`src/rtl/bf_stream_pkg.sv`:
```
// bf_stream_pkg: shared constants, TX launcher state type and the level-width
// helper used by the byte-stream bridge, its interface and its FIFOs.
package bf_stream_pkg;

    localparam int DATA_W_DEF   = 8;
    localparam int RX_DEPTH_DEF = 16;
    localparam int TX_DEPTH_DEF = 16;

    typedef enum logic [1:0] {
        IDLE,
        SEND,
        WAIT
    } tx_state_e;

    // Occupancy counter width: must represent 0..depth inclusive.
    function automatic int lvl_w(input int depth);
        return $clog2(depth) + 1;
    endfunction

endpackage

```
`src/rtl/bf_stream_bridge_if.sv`:
```
// bf_stream_bridge_if: all non-clock signals of the byte-stream bridge.
//   UART side : rx_data/new_rx in, tx_data/tx_send out, tx_busy in
//   Core side : core_rx_* (bridge -> core), core_tx_* (core -> bridge)
//   Status    : rx_level, tx_level, rx_overflow
// Modports: slave = bridge view, master = surrounding system view.
interface bf_stream_bridge_if
    import bf_stream_pkg::*;
#(
    parameter int DATA_W   = DATA_W_DEF,
    parameter int RX_DEPTH = RX_DEPTH_DEF,
    parameter int TX_DEPTH = TX_DEPTH_DEF
);
    logic [DATA_W-1:0]          rx_data;
    logic                       new_rx;
    logic [DATA_W-1:0]          tx_data;
    logic                       tx_send;
    logic                       tx_busy;
    logic [DATA_W-1:0]          core_rx_data;
    logic                       core_rx_valid;
    logic                       core_rx_ready;
    logic [DATA_W-1:0]          core_tx_data;
    logic                       core_tx_valid;
    logic                       core_tx_ready;
    logic [lvl_w(RX_DEPTH)-1:0] rx_level;
    logic [lvl_w(TX_DEPTH)-1:0] tx_level;
    logic                       rx_overflow;

    modport slave (
        input  rx_data, new_rx, tx_busy, core_rx_ready, core_tx_data, core_tx_valid,
        output tx_data, tx_send, core_rx_data, core_rx_valid, core_tx_ready,
               rx_level, tx_level, rx_overflow
    );

    modport master (
        output rx_data, new_rx, tx_busy, core_rx_ready, core_tx_data, core_tx_valid,
        input  tx_data, tx_send, core_rx_data, core_rx_valid, core_tx_ready,
               rx_level, tx_level, rx_overflow
    );
endinterface

```
`src/rtl/bf_sync_fifo.sv`:
```
// bf_sync_fifo: synchronous first-word-fall-through FIFO.
//   clk, rst            : clock, synchronous active-high reset
//   push_i, wdata_i     : write request and data (ignored when full unless popping)
//   pop_i               : consume head (ignored when empty)
//   rdata_o             : head word, valid while !empty_o
//   full_o, empty_o     : status
//   level_o             : occupancy 0..DEPTH
// DEPTH must be a power of two >= 2; pointers carry one extra wrap bit.
module bf_sync_fifo
    import bf_stream_pkg::*;
#(
    parameter int WIDTH = DATA_W_DEF,
    parameter int DEPTH = 16
) (
    input  logic                    clk,
    input  logic                    rst,
    input  logic                    push_i,
    input  logic [WIDTH-1:0]        wdata_i,
    input  logic                    pop_i,
    output logic [WIDTH-1:0]        rdata_o,
    output logic                    full_o,
    output logic                    empty_o,
    output logic [lvl_w(DEPTH)-1:0] level_o
);
    localparam int AW = $clog2(DEPTH);

    logic [WIDTH-1:0] mem_q [DEPTH];
    logic [AW:0]      wr_ptr_q, rd_ptr_q;
    logic             do_push, do_pop;

    assign level_o = wr_ptr_q - rd_ptr_q;
    assign full_o  = (level_o == (AW+1)'(DEPTH));
    assign empty_o = (level_o == '0);
    assign rdata_o = mem_q[rd_ptr_q[AW-1:0]];

    // A push into a full FIFO is fine when the head leaves in the same cycle.
    assign do_pop  = pop_i && !empty_o;
    assign do_push = push_i && (!full_o || do_pop);

    always_ff @(posedge clk) begin
        if (rst) begin
            wr_ptr_q <= '0;
            rd_ptr_q <= '0;
        end else begin
            if (do_push) wr_ptr_q <= wr_ptr_q + 1'b1;
            if (do_pop)  rd_ptr_q <= rd_ptr_q + 1'b1;
        end
    end

    always_ff @(posedge clk) begin
        if (do_push) mem_q[wr_ptr_q[AW-1:0]] <= wdata_i;
    end

endmodule

```
`src/rtl/bf_stream_bridge.sv`:
```
// bf_stream_bridge: buffered byte-stream bridge between the UART byte
// interface and the interpreter core.
//   clk, rst : clock, synchronous active-high reset
//   bus      : bf_stream_bridge_if.slave (UART side, core side, status)
// RX bytes are queued for the core with valid/ready; core bytes are queued and
// launched to the UART one at a time by a small IDLE/SEND/WAIT pacer.
// Optional build macro BF_STREAM_ECHO_EN: every accepted RX byte is also
// queued for transmit (local echo), taking priority over the core that cycle.
module bf_stream_bridge
    import bf_stream_pkg::*;
#(
    parameter int DATA_W   = DATA_W_DEF,
    parameter int RX_DEPTH = RX_DEPTH_DEF,
    parameter int TX_DEPTH = TX_DEPTH_DEF
) (
    input  logic              clk,
    input  logic              rst,
    bf_stream_bridge_if.slave bus
);
    logic              rx_full, rx_empty, rx_pop, rx_ok;
    logic              tx_full, tx_empty, tx_pop, tx_push, tx_rdy_base;
    logic [DATA_W-1:0] tx_wdata, tx_head;
    logic              rx_ovf_q;

    tx_state_e         state_q, state_d;
    logic              tx_send_q, tx_send_d;
    logic [DATA_W-1:0] tx_data_q, tx_data_d;

    // ---------------- RX path ----------------
    assign rx_pop = !rx_empty && bus.core_rx_ready;
    assign rx_ok  = bus.new_rx && (!rx_full || rx_pop);

    bf_sync_fifo #(.WIDTH(DATA_W), .DEPTH(RX_DEPTH)) u_rx_fifo (
        .clk     (clk),
        .rst     (rst),
        .push_i  (bus.new_rx),
        .wdata_i (bus.rx_data),
        .pop_i   (rx_pop),
        .rdata_o (bus.core_rx_data),
        .full_o  (rx_full),
        .empty_o (rx_empty),
        .level_o (bus.rx_level)
    );

    assign bus.core_rx_valid = !rx_empty;

    // UART strobes cannot be stalled, so a drop is recorded until reset.
    always_ff @(posedge clk) begin
        if (rst) rx_ovf_q <= 1'b0;
        else if (bus.new_rx && !rx_ok) rx_ovf_q <= 1'b1;
    end
    assign bus.rx_overflow = rx_ovf_q;

    // ---------------- TX path ----------------
    assign tx_rdy_base = !tx_full || tx_pop;

`ifdef BF_STREAM_ECHO_EN
    // Echo owns the TX write port whenever a UART byte arrives; if the TX
    // FIFO has no room the FIFO itself discards the echo.
    assign bus.core_tx_ready = tx_rdy_base && !bus.new_rx;
    assign tx_push  = rx_ok || (bus.core_tx_valid && bus.core_tx_ready);
    assign tx_wdata = rx_ok ? bus.rx_data : bus.core_tx_data;
`else
    assign bus.core_tx_ready = tx_rdy_base;
    assign tx_push  = bus.core_tx_valid && bus.core_tx_ready;
    assign tx_wdata = bus.core_tx_data;
`endif

    bf_sync_fifo #(.WIDTH(DATA_W), .DEPTH(TX_DEPTH)) u_tx_fifo (
        .clk     (clk),
        .rst     (rst),
        .push_i  (tx_push),
        .wdata_i (tx_wdata),
        .pop_i   (tx_pop),
        .rdata_o (tx_head),
        .full_o  (tx_full),
        .empty_o (tx_empty),
        .level_o (bus.tx_level)
    );

    // ---------------- TX launcher ----------------
    always_ff @(posedge clk) begin
        if (rst) begin
            state_q   <= IDLE;
            tx_send_q <= 1'b0;
            tx_data_q <= '0;
        end else begin
            state_q   <= state_d;
            tx_send_q <= tx_send_d;
            tx_data_q <= tx_data_d;
        end
    end

    always_comb begin
        state_d   = state_q;
        tx_send_d = 1'b0;
        tx_data_d = tx_data_q;
        tx_pop    = 1'b0;
        case (state_q)
            IDLE: begin
                if (!tx_empty && !bus.tx_busy) begin
                    tx_pop    = 1'b1;
                    tx_send_d = 1'b1;
                    tx_data_d = tx_head;
                    state_d   = SEND;
                end
            end
            // tx_send is high during SEND; the UART raises tx_busy one cycle
            // later, so skip sampling it here.
            SEND:    state_d = WAIT;
            WAIT:    if (!bus.tx_busy) state_d = IDLE;
            default: state_d = IDLE;
        endcase
    end

    assign bus.tx_send = tx_send_q;
    assign bus.tx_data = tx_data_q;

endmodule

```
`src/flat_wrapper.sv`:
```
// flat-port wrapper written by rule: the top's interface ports become plain ports
module bf_stream_bridge_flat import bf_stream_pkg::*;
#(
    parameter int DATA_W   = DATA_W_DEF,
    parameter int RX_DEPTH = RX_DEPTH_DEF,
    parameter int TX_DEPTH = TX_DEPTH_DEF
)
  (clk, rst, bus_rx_data, bus_new_rx, bus_tx_busy, bus_core_rx_ready, bus_core_tx_data, bus_core_tx_valid, bus_tx_data, bus_tx_send, bus_core_rx_data, bus_core_rx_valid, bus_core_tx_ready, bus_rx_level, bus_tx_level, bus_rx_overflow);
  bf_stream_bridge_if #(.DATA_W(DATA_W), .RX_DEPTH(RX_DEPTH), .TX_DEPTH(TX_DEPTH)) bus_i ();
  input  logic clk;
  input  logic rst;
  input wire logic [$bits(bus_i.rx_data)-1:0] bus_rx_data;
  input wire logic [$bits(bus_i.new_rx)-1:0] bus_new_rx;
  input wire logic [$bits(bus_i.tx_busy)-1:0] bus_tx_busy;
  input wire logic [$bits(bus_i.core_rx_ready)-1:0] bus_core_rx_ready;
  input wire logic [$bits(bus_i.core_tx_data)-1:0] bus_core_tx_data;
  input wire logic [$bits(bus_i.core_tx_valid)-1:0] bus_core_tx_valid;
  output wire logic [$bits(bus_i.tx_data)-1:0] bus_tx_data;
  output wire logic [$bits(bus_i.tx_send)-1:0] bus_tx_send;
  output wire logic [$bits(bus_i.core_rx_data)-1:0] bus_core_rx_data;
  output wire logic [$bits(bus_i.core_rx_valid)-1:0] bus_core_rx_valid;
  output wire logic [$bits(bus_i.core_tx_ready)-1:0] bus_core_tx_ready;
  output wire logic [$bits(bus_i.rx_level)-1:0] bus_rx_level;
  output wire logic [$bits(bus_i.tx_level)-1:0] bus_tx_level;
  output wire logic [$bits(bus_i.rx_overflow)-1:0] bus_rx_overflow;
  assign bus_i.rx_data = bus_rx_data;
  assign bus_i.new_rx = bus_new_rx;
  assign bus_i.tx_busy = bus_tx_busy;
  assign bus_i.core_rx_ready = bus_core_rx_ready;
  assign bus_i.core_tx_data = bus_core_tx_data;
  assign bus_i.core_tx_valid = bus_core_tx_valid;
  assign bus_tx_data = bus_i.tx_data;
  assign bus_tx_send = bus_i.tx_send;
  assign bus_core_rx_data = bus_i.core_rx_data;
  assign bus_core_rx_valid = bus_i.core_rx_valid;
  assign bus_core_tx_ready = bus_i.core_tx_ready;
  assign bus_rx_level = bus_i.rx_level;
  assign bus_tx_level = bus_i.tx_level;
  assign bus_rx_overflow = bus_i.rx_overflow;
  bf_stream_bridge #(.DATA_W(DATA_W), .RX_DEPTH(RX_DEPTH), .TX_DEPTH(TX_DEPTH)) u_core (.clk(clk), .rst(rst), .bus(bus_i));
endmodule
```
`config.mk`:
```
export PLATFORM = sky130hd
export DESIGN_NAME = bf_stream_bridge_flat
export DESIGN_NICKNAME = d
export VERILOG_FILES = /design/src/rtl/bf_stream_pkg.sv /design/src/rtl/bf_stream_bridge_if.sv /design/src/rtl/bf_sync_fifo.sv /design/src/rtl/bf_stream_bridge.sv /design/src/flat_wrapper.sv
export SDC_FILE = /design/constraint.sdc
export NUM_CORES = 1
export LEC_CHECK = 0
export BUFFER_PORTS_ARGS = -buffer_cell sky130_fd_sc_hd__buf_2
export CAP_MARGIN = 10
export CORE_AREA = 2 2 180 200
export CTS_BUF_LIST = sky130_fd_sc_hd__clkbuf_16
export DETAILED_ROUTE_END_ITERATION = 6
export DIE_AREA = 0 0 182 202
export SETUP_SLACK_MARGIN = 0.05
export SLEW_MARGIN = 25
export SYNTH_ARGS = -nofsm -noshare
export SYNTH_HDL_FRONTEND = slang
export SYNTH_SLANG_ARGS = --single-unit
```
`constraint.sdc`:
```
create_clock -name clk -period 9.7 [get_ports clk]
set_input_delay 2.91 -clock clk [delete_from_list [all_inputs] [get_ports clk]]
set_output_delay 2.91 -clock clk [all_outputs]
set_load 0.05 [all_outputs]
```
== After elaboration in Yosys (flattened, before gate mapping) ==
Memories as Yosys holds them, arrays and structs flattened. A register that Yosys moved wholly into a read port is not among the register bits.
Index checks and enable logic that the tools add are counted.
Operators by class
  $add $sub $neg: 6
  reduce and logical (&&, ||, !) cells: 24
  mux-type cells: 11
  eq/ne operators: 6
Operators with widths (count)
  5-bit by 1-bit adder with 5-bit output (second input constant): 4
  5-bit == test (second input constant): 2
  5-bit logical NOT: 2
  5-bit subtractor: 2
  1-bit logical AND: 9
  4-bit two-way mux: 2
  1-bit logical NOT: 6
  1-bit two-way mux: 6
  2-bit one-hot mux with 3 select lines: 1
  1-bit logical OR: 4
  2-bit two-way mux: 2
  2-bit AND reduction: 2
  2-bit by 1-bit == test with 1-bit output (second input constant): 1
  2-bit == test (second input constant): 1
  2-bit logical NOT: 1
  2-bit by 1-bit != test with 1-bit output (second input constant): 1
  2-bit != test (second input constant): 1
Word-level totals
  output and inout bits: 30
  word-level logic and storage cells: 56
  input port bits: 22
  memories: 2
  flip-flop bits (word level): 24
  memory bits (writable): 256
Memories
  u_core.u_rx_fifo.mem_q: depth 16, bits a word 8, rd ports 1, clocked after Yosys merged registers in 1, wr ports 1, line bf_sync_fifo.sv:27  | logic [WIDTH-1:0] mem_q [DEPTH];
  u_core.u_tx_fifo.mem_q: depth 16, bits a word 8, rd ports 1, clocked after Yosys merged registers in 1, wr ports 1, line bf_sync_fifo.sv:27

== Logic depth before layout (Yosys ltp) ==
Gate-level depths: netlist (run 1).
  word-level depth: 11
  gate-level depth with buffers: 11
  gate-level depth less buffers: 9

== Hierarchy ==
A second synthesis (run 1) with hierarchy kept.
Unflattened totals
  cell total of the unflattened synthesis: 630
  area total of the unflattened synthesis: 11900.2 µm²
By module, submodules not included
  bf_sync_fifo: cells each 289, instances 2, sequential area each 4124.0 µm², area an instance 5729.2 µm²
  bf_stream_bridge: cells each 52, instances 1, sequential area each 240.2 µm², area an instance 441.7 µm²

== Worst setup path before layout (run 1) ==
No wires, ideal clock.
  path kind: input to output
  from: input bus_tx_busy
  to: output bus_core_tx_ready
  data arrival time: 3805 ps
  path slack: 2985 ps
  cell stages on the path: 4
  required time: 6790 ps
  buffers on the path: 0
  cell sequence: nor3_1 -> nor3_2 -> and2_1 -> inv_1
On the way
  word-level cells in the longest chain between the ends: 5
Ends and longest elaborated chain
  from (decl): line flat_wrapper.sv:14  | input wire logic [$bits(bus_i.tx_busy)-1:0] bus_tx_busy;
  1-bit logical NOT: line bf_stream_bridge.sv:101  | if (!tx_empty && !bus.tx_busy) begin
  1-bit logical AND: line bf_stream_bridge.sv:101
  1-bit two-way mux: line bf_stream_bridge.sv:101
  1-bit two-way mux
  1-bit logical OR: line bf_stream_bridge.sv:55  | assign tx_rdy_base = !tx_full || tx_pop;
  to (decl): line flat_wrapper.sv:22  | output wire logic [$bits(bus_i.core_tx_ready)-1:0] bus_core_tx_ready;
Every way passes these cells.

== Worst setup path in the final report (run 1) ==
Same ends and word-level chain as after synthesis.

==> results of run 1 <==
-- logic make-up (layout without fill, tap and decap cells) --
family | after synthesis | in the layout | synth area share
xor gates and xnor gates | 7 | 7 | 0.00573
and+or+nand+nor | 148 | 148 | 0.0660
buffers and inverters | 50 | 139 | 0.0186
muxes | 94 | 94 | 0.156
adders and majority gates | 20 | 20 | 0.0221
AOI/OAI and AO/OA | 54 | 54 | 0.0316
DFF | 292 | 292 | 0.700
-- stage by stage --
step,util,setup WS [ns]
after CTS,0.399,2.79
after global routing,0.399,2.66
final,0.399,2.81
after detailed placement,0.369,2.79
after floorplan,-,2.98
after global placement,0.369,2.80
-- state kept, by name, summed over array words and instances (netlist names), named ones only --
register / count
u_core.u_tx_fifo.wr_ptr_q: 5
u_core.u_rx_fifo.mem_q: 128
u_core.u_tx_fifo.rd_ptr_q: 5
u_core.bus.tx_data: 8
u_core.bus.rx_overflow: 1
u_core.bus.tx_send: 1
u_core.u_tx_fifo.mem_q: 128
u_core.u_rx_fifo.wr_ptr_q: 5
u_core.u_rx_fifo.rd_ptr_q: 5
u_core.state_q: 2
-- power by group --
| part | leakage [nW] | switching, mW | internal (mW) |
|---|---|---|---|
| sequential | 2.61 | 0.0287 | 1.43 |
| combinational | 1.48 | 0.742 | 0.413 |
| clock | 0.526 | 0.475 | 0.710 |
-- worst max-delay path, stage by stage --
cell and delay [ns]:
buf_2 0.11, nor3_1 0.36, nor3_2 0.14, and2_1 0.18
inv_1 0.04, buf_2 0.25
-- how the worst max path moves through the flow --
| stage | to | slack (ns) | depth (start not counted) | start |
|---|---|---|---|---|
| 6_report | bus_core_tx_ready | 2.81 | 6 | bus_tx_busy |
| 5_1_grt | bus_core_tx_ready | 2.66 | 6 | bus_tx_busy |
| 4_1_cts | bus_core_tx_ready | 2.79 | 6 | bus_tx_busy |
| 3_5_place_dp | bus_core_tx_ready | 2.79 | 6 | bus_tx_busy |
| 3_3_place_gp | bus_core_tx_ready | 2.80 | 6 | bus_tx_busy |
| 2_1_floorplan | bus_core_tx_ready | 2.98 | 4 | bus_tx_busy |
-- metal layers --
metal | part of all wire | routed length [um]
met5 | 0 | 0
met4 | 0.019 | 466
met3 | 0.040 | 977
met2 | 0.49 | 12100
met1 | 0.45 | 11000
-- area by class of cell --
type                       count  share of cell area
clock buffer                  31              0.0559
clock inverter                25              0.0176
inverter                      17             0.00460
multi-input combinational    323               0.249
sequential                   292               0.606
tap                          444              0.0400
timing repair buffer          66              0.0265
-- cells in the final DEF, fill, tap and decap left out, types with 3 or more instances in the layout --
master | netlist | routed
nor2b_1 | 19 | 19
bufinv_16 | 0 | 5
nor3_2 | 4 | 6
nand4_1 | 4 | 4
nand3_1 | 10 | 10
edfxtp_1 | 256 | 256
clkinv_2 | 0 | 4
nand3b_1 | 4 | 4
or3_1 | 5 | 5
mux4_2 | 72 | 72
nand2_1 | 23 | 23
clkinv_1 | 0 | 6
mux2_1 | 3 | 3
and3_1 | 13 | 13
xor2_1 | 4 | 4
buf_2 | 11 | 51
mux2i_1 | 6 | 6
clkbuf_16 | 0 | 31
a21oi_1 | 13 | 13
mux2_2 | 11 | 11
nor3_1 | 13 | 10
buf_4 | 0 | 15
nand2b_1 | 10 | 10
o22ai_1 | 14 | 14
dfxtp_1 | 36 | 34
o21ai_0 | 12 | 12
and2_1 | 5 | 5
ha_1 | 18 | 18
nor4_2 | 0 | 3
inv_1 | 17 | 24
nor2_1 | 29 | 29
==> summary.txt, run 1 <==
Floorplanning
  – Total die area: 0.0368 mm2
  – I/O Pins: 52
  – Core footprint: 0.0348 mm2
  – Die H: 202 um
  – FP Rows: 72
  – Starting Density: 0.346
  – DIE WIDTH: 182 um

Synth
  – EDFF count, synth: 256
  – Syn_nets: 707
  – YS warnings: 0
  – Top cells by count, synth: edfxtp_1, mux4_2, dfxtp_1
  – Post-Syn Area: 0.0120 mm2
  – Synth area leader: edfxtp_1
  – Post-synthesis sequential area ratio: 0.700
  – Mapped Cells: 665
  – Top-count cell post-synth: edfxtp_1
  – Count of cell types in the netlist: 50
  – Yosys top cell area share: 0.640
  – Async S/R FF share, synth: 0
  – Synth Register Bits: 292
  – Main synth FF type: edfxtp_1
  – Synthesized area per cell: 18.1 um2
  – Area contributors post-synth: edfxtp_1, mux4_2, dfxtp_1

Final layout
  – Sequential Area: 0.00841 mm2
  – Area delta synth->final: 15.5%
  – Area occupied by multi-input gates: 0.00346 mm2
  – Fin area: 0.0139 mm2
  – Final std cells w/o fill: 1198
  – Layout cells sized above 1: 0.290
  – Nets: 772
  – Final-layout fill cell count: 3156
  – Antenna Cells: 0

Routing
  – Iteration-0 DRC Markers: 477
  – Wire length per cell: 20.4 um
  – Pre-antenna DRT Iters: 4
  – Final WL: 24.5 mm
  – Remaining DRCs: 0
  – Post-route ant nets: 0
  – DR vias/cell: 5.06
  – Vias: 6056

Worst setup path
  – Req. time, crit path: 6.79 ns
  – Setup crit start kind: primary input
  – CP max FO: 5
  – Critical R2R Capture: u_core.u_tx_fifo.mem_q[6][0]
  – Worst EP arrival: 3.98 ns
  – Critical Path End Type: primary output
  – Worst r2r path cells: 9
  – Reg2reg start: u_core.u_tx_fifo.rd_ptr_q[0]
  – Reg2Reg Setup Slack: 5.99 ns
  – Critical path type: in2out

Clock network
  – Clock latency on the worst-skew pair: 0.56 ns
  – Clk sinks: 292
  – # hold bufs at CTS: 0
  – CTS H-Tree Depth: 1
  – Root Driver: clkbuf_16
  – Post-CTS Resized: 0
  – Clk slew on worst S/H paths: 0.06 ns
  – CTS max path bufs: 3
  – CTS tree: done
  – Post-CTS Setup Inserts: 0
  – CTS Buf Count: 30

Timing
  – Max-slew violations: 0
  – Final Setup Violations: 0
  – Worst clock skew: 0.0154 ns
  – Min Clock Period, post-route: 6.89 ns
  – RSZ-0062 raised after global routing: false
  – Final period util: 0.711
  – Min Hold Slack: 0.464 ns
  – Post-route setup TNS: 0 ns
  – Final number of hold-violating endpoints: 0
  – Worst slew pin tran: 0.999 ns
  – Relative slew margins: 0.331
  – Maximum clock frequency: 145 MHz

Power
  – Leakage: 4.61 nW
  – Total design power: 3.80 mW
  – Power density cells: 274 mW/mm2
  – Peak supply drop: 0.000169 V

Global route
  – Initial antenna violation count: 0
  – Busiest layer in global routing: met2
  – Vias in the first global route: 6084
  – Met1 Use GR: 0.186
  – GR Layer Usage met3: 0.0205
  – Largest net degree at the start of global routing: 50
  – First-pass GRT wire length: 37.7 mm
  – GRT overflow: 0
  – GRT Overall Usage: 0.134
  – Met2 Use GR: 0.222

Hold path
  – Worst hold start: u_core.bus.rx_overflow
  – Hold Crit Depth: 2
  – Hold WC Path Type: reg2reg
  – Hold EP: u_core.bus.rx_overflow

Place
  – I/O Buffers: 51
  – Post-DP Area: 0.0128 mm2
  – Dpl cells: 1142
  – RePlAce Congestion: 0.773
  – HPWL Detailed: 15.6 mm

Outcome
  – Status: finished, final reports clean

Run
  – Max_cap viols: 0
Power figures use the tool's default switching activity.
==> run 2, diff against run 1 <==
clock period = 6.3 ns   (was 9.7 ns; I/O delays follow)
==> run 2 against run 1 <==
Effect of this change: combinational power rose by 49%; clock power up 53%; count of clock-buffer cells in the layout did not move; critical path depth decreased by 2; critical path type is now reg2out; critical endpoint is now bus_core_rx_data[6]; largest power group unchanged.
==> summary.txt, run 2 (same netlist as run 1, synthesis figures left out) <==
Place
  – Post-DP Area: 0.0128 mm2
  – I/O Buffers: 51
  – Post-Place Setup Slack: 1.37 ns
  – HPWL Detailed: 15.6 mm
  – RePlAce Congestion: 0.752
  – Dpl cells: 1139

Final layout
  – Final std cells w/o fill: 1196
  – Final Core Density: 0.399
  – Fin area: 0.0139 mm2
  – Nets: 770
  – Area delta synth->final: 15.4%
  – Antenna Cells: 0
  – Commonest cells after routing, fill and taps aside: edfxtp_1, mux4_2, buf_2
  – Commonest non-fill, non-tap cell in the layout: edfxtp_1
  – Layout cells sized above 1: 0.297

Power
  – Power density cells: 420 mW/mm2
  – Peak supply drop: 0.000209 V
  – Leakage: 4.59 nW
  – Total design power: 5.83 mW

Worst setup path
  – Crit path largest cell delay: 0.88 ns
  – Req. time, crit path: 4.41 ns
  – Critical Path End Type: primary output
  – CP top delay family: multiplexers
  – Crit-path most repeated cell: mux4_2
  – Setup crit start kind: flip-flop
  – Critical path, cell by cell: buf_4 -> mux4_2 -> mux4_2 -> buf_2
  – Critical path type: reg2out
  – Worst r2r path cells: 8
  – CP max FO: 22
  – Crit path depth: 4
  – Worst EP arrival: 3.09 ns
  – CP max stage cell: dfxtp_2
  – Worst Path Buf+Inv: 2

Routing
  – Pre-antenna DRT Iters: 5
  – Vias: 5962
  – Post-route ant nets: 0
  – DR vias/cell: 4.98
  – Wire length per cell: 20.5 um
  – Final WL: 24.5 mm
  – Remaining DRCs: 0
  – Iteration-0 DRC Markers: 372

Timing
  – Post-route setup TNS: 0 ns
  – Relative slew margins: 0.376
  – RSZ-0062 raised after global routing: false
  – Final number of hold-violating endpoints: 0
  – Final Setup Violations: 0
  – Post-route setup slack: 1.32 ns
  – Worst slew pin tran: 0.930 ns
  – Final period util: 0.790
  – Worst clock skew: 0.00939 ns
  – Min Hold Slack: 0.480 ns
  – Min Clock Period, post-route: 4.98 ns
  – Max-slew violations: 0
  – Maximum clock frequency: 201 MHz

Clock network
  – Post-CTS Resized: 0
  – Clock latency on the worst-skew pair: 0.56 ns
  – CTS max path bufs: 3
  – Post-CTS Setup Inserts: 0
  – # hold bufs at CTS: 0
  – CTS Buf Count: 31
  – Clk sinks: 292
  – Clk slew on worst S/H paths: 0.07 ns
  – CTS tree: done
  – CTS H-Tree Depth: 1
  – Root Driver: clkbuf_16

Outcome
  – Status: finished, final reports clean

Floorplanning
  – Die H: 202 um
  – FP Rows: 72
  – Starting Density: 0.346
  – I/O Pins: 52
  – DIE WIDTH: 182 um
  – Total die area: 0.0368 mm2
  – Core footprint: 0.0348 mm2

Global route
  – First-pass GRT wire length: 37.8 mm
  – GRT Overall Usage: 0.135
  – Initial antenna violation count: 0
  – GRT overflow: 0
  – Vias in the first global route: 6350
  – Largest net degree at the start of global routing: 50

Hold path
  – Hold Crit Depth: 2
  – Hold WC Path Type: reg2reg

Run
  – Max_cap viols: 0
[run 2: cell count changes in the layout (fill, tap and decap cells not counted), sizes merged]
| cell | previous run | this run |
|---|---|---|
| buf | 66 | 63 |
| bufinv | 5 | 4 |
| clkinv | 10 | 11 |
| inv | 26 | 27 |
[run 2: final timing paths]
check / slack, ns / from / to
max: 1.32 / flip-flop / bus_core_rx_data[6]
min: 0.48 / u_core.bus.rx_overflow / u_core.bus.rx_overflow
max reg2reg: 3.00 / u_core.u_tx_fifo.rd_ptr_q[1] / u_core.u_tx_fifo.mem_q[6][7]
min reg2reg: 0.48 / u_core.bus.rx_overflow / u_core.bus.rx_overflow
[run 2: area by class of cell]
cell class / count / area (um2)
clock buffers: 31 / 776
clock inverters: 26 / 245
fillers: 3166 / 20900
inverters: 17 / 63.8
multi-input cells: 323 / 3470
flip-flops and latches: 292 / 8410
well taps: 444 / 556
repair buffers: 63 / 345
[run 2: per-layer routing]
layer | wire [um] | GRT usage
met5 | 0 | 0
met4 | 468 | 0.0380
met3 | 1060 | 0.0229
met2 | 12500 | 0.236
met1 | 10400 | 0.175
[run 2: power by group]
part           total [mW]  switching [mW]  internal [mW]
Combinational        1.71            1.07          0.640
Clock                1.81           0.746           1.06
Sequential           2.31           0.108           2.20
[run 2: worst register-to-register path: cells and delay by family, from the launching register on]
| kind | cells | cell delay, ns |
|---|---|---|
| DFF | 1 | 0.30 |
| AOI/OAI and AO/OA | 1 | 0.51 |
| buffers and inverters | 2 | 0.46 |
| and+or+nand+nor | 4 | 1.24 |
| adders and majority gates | 1 | 0.44 |
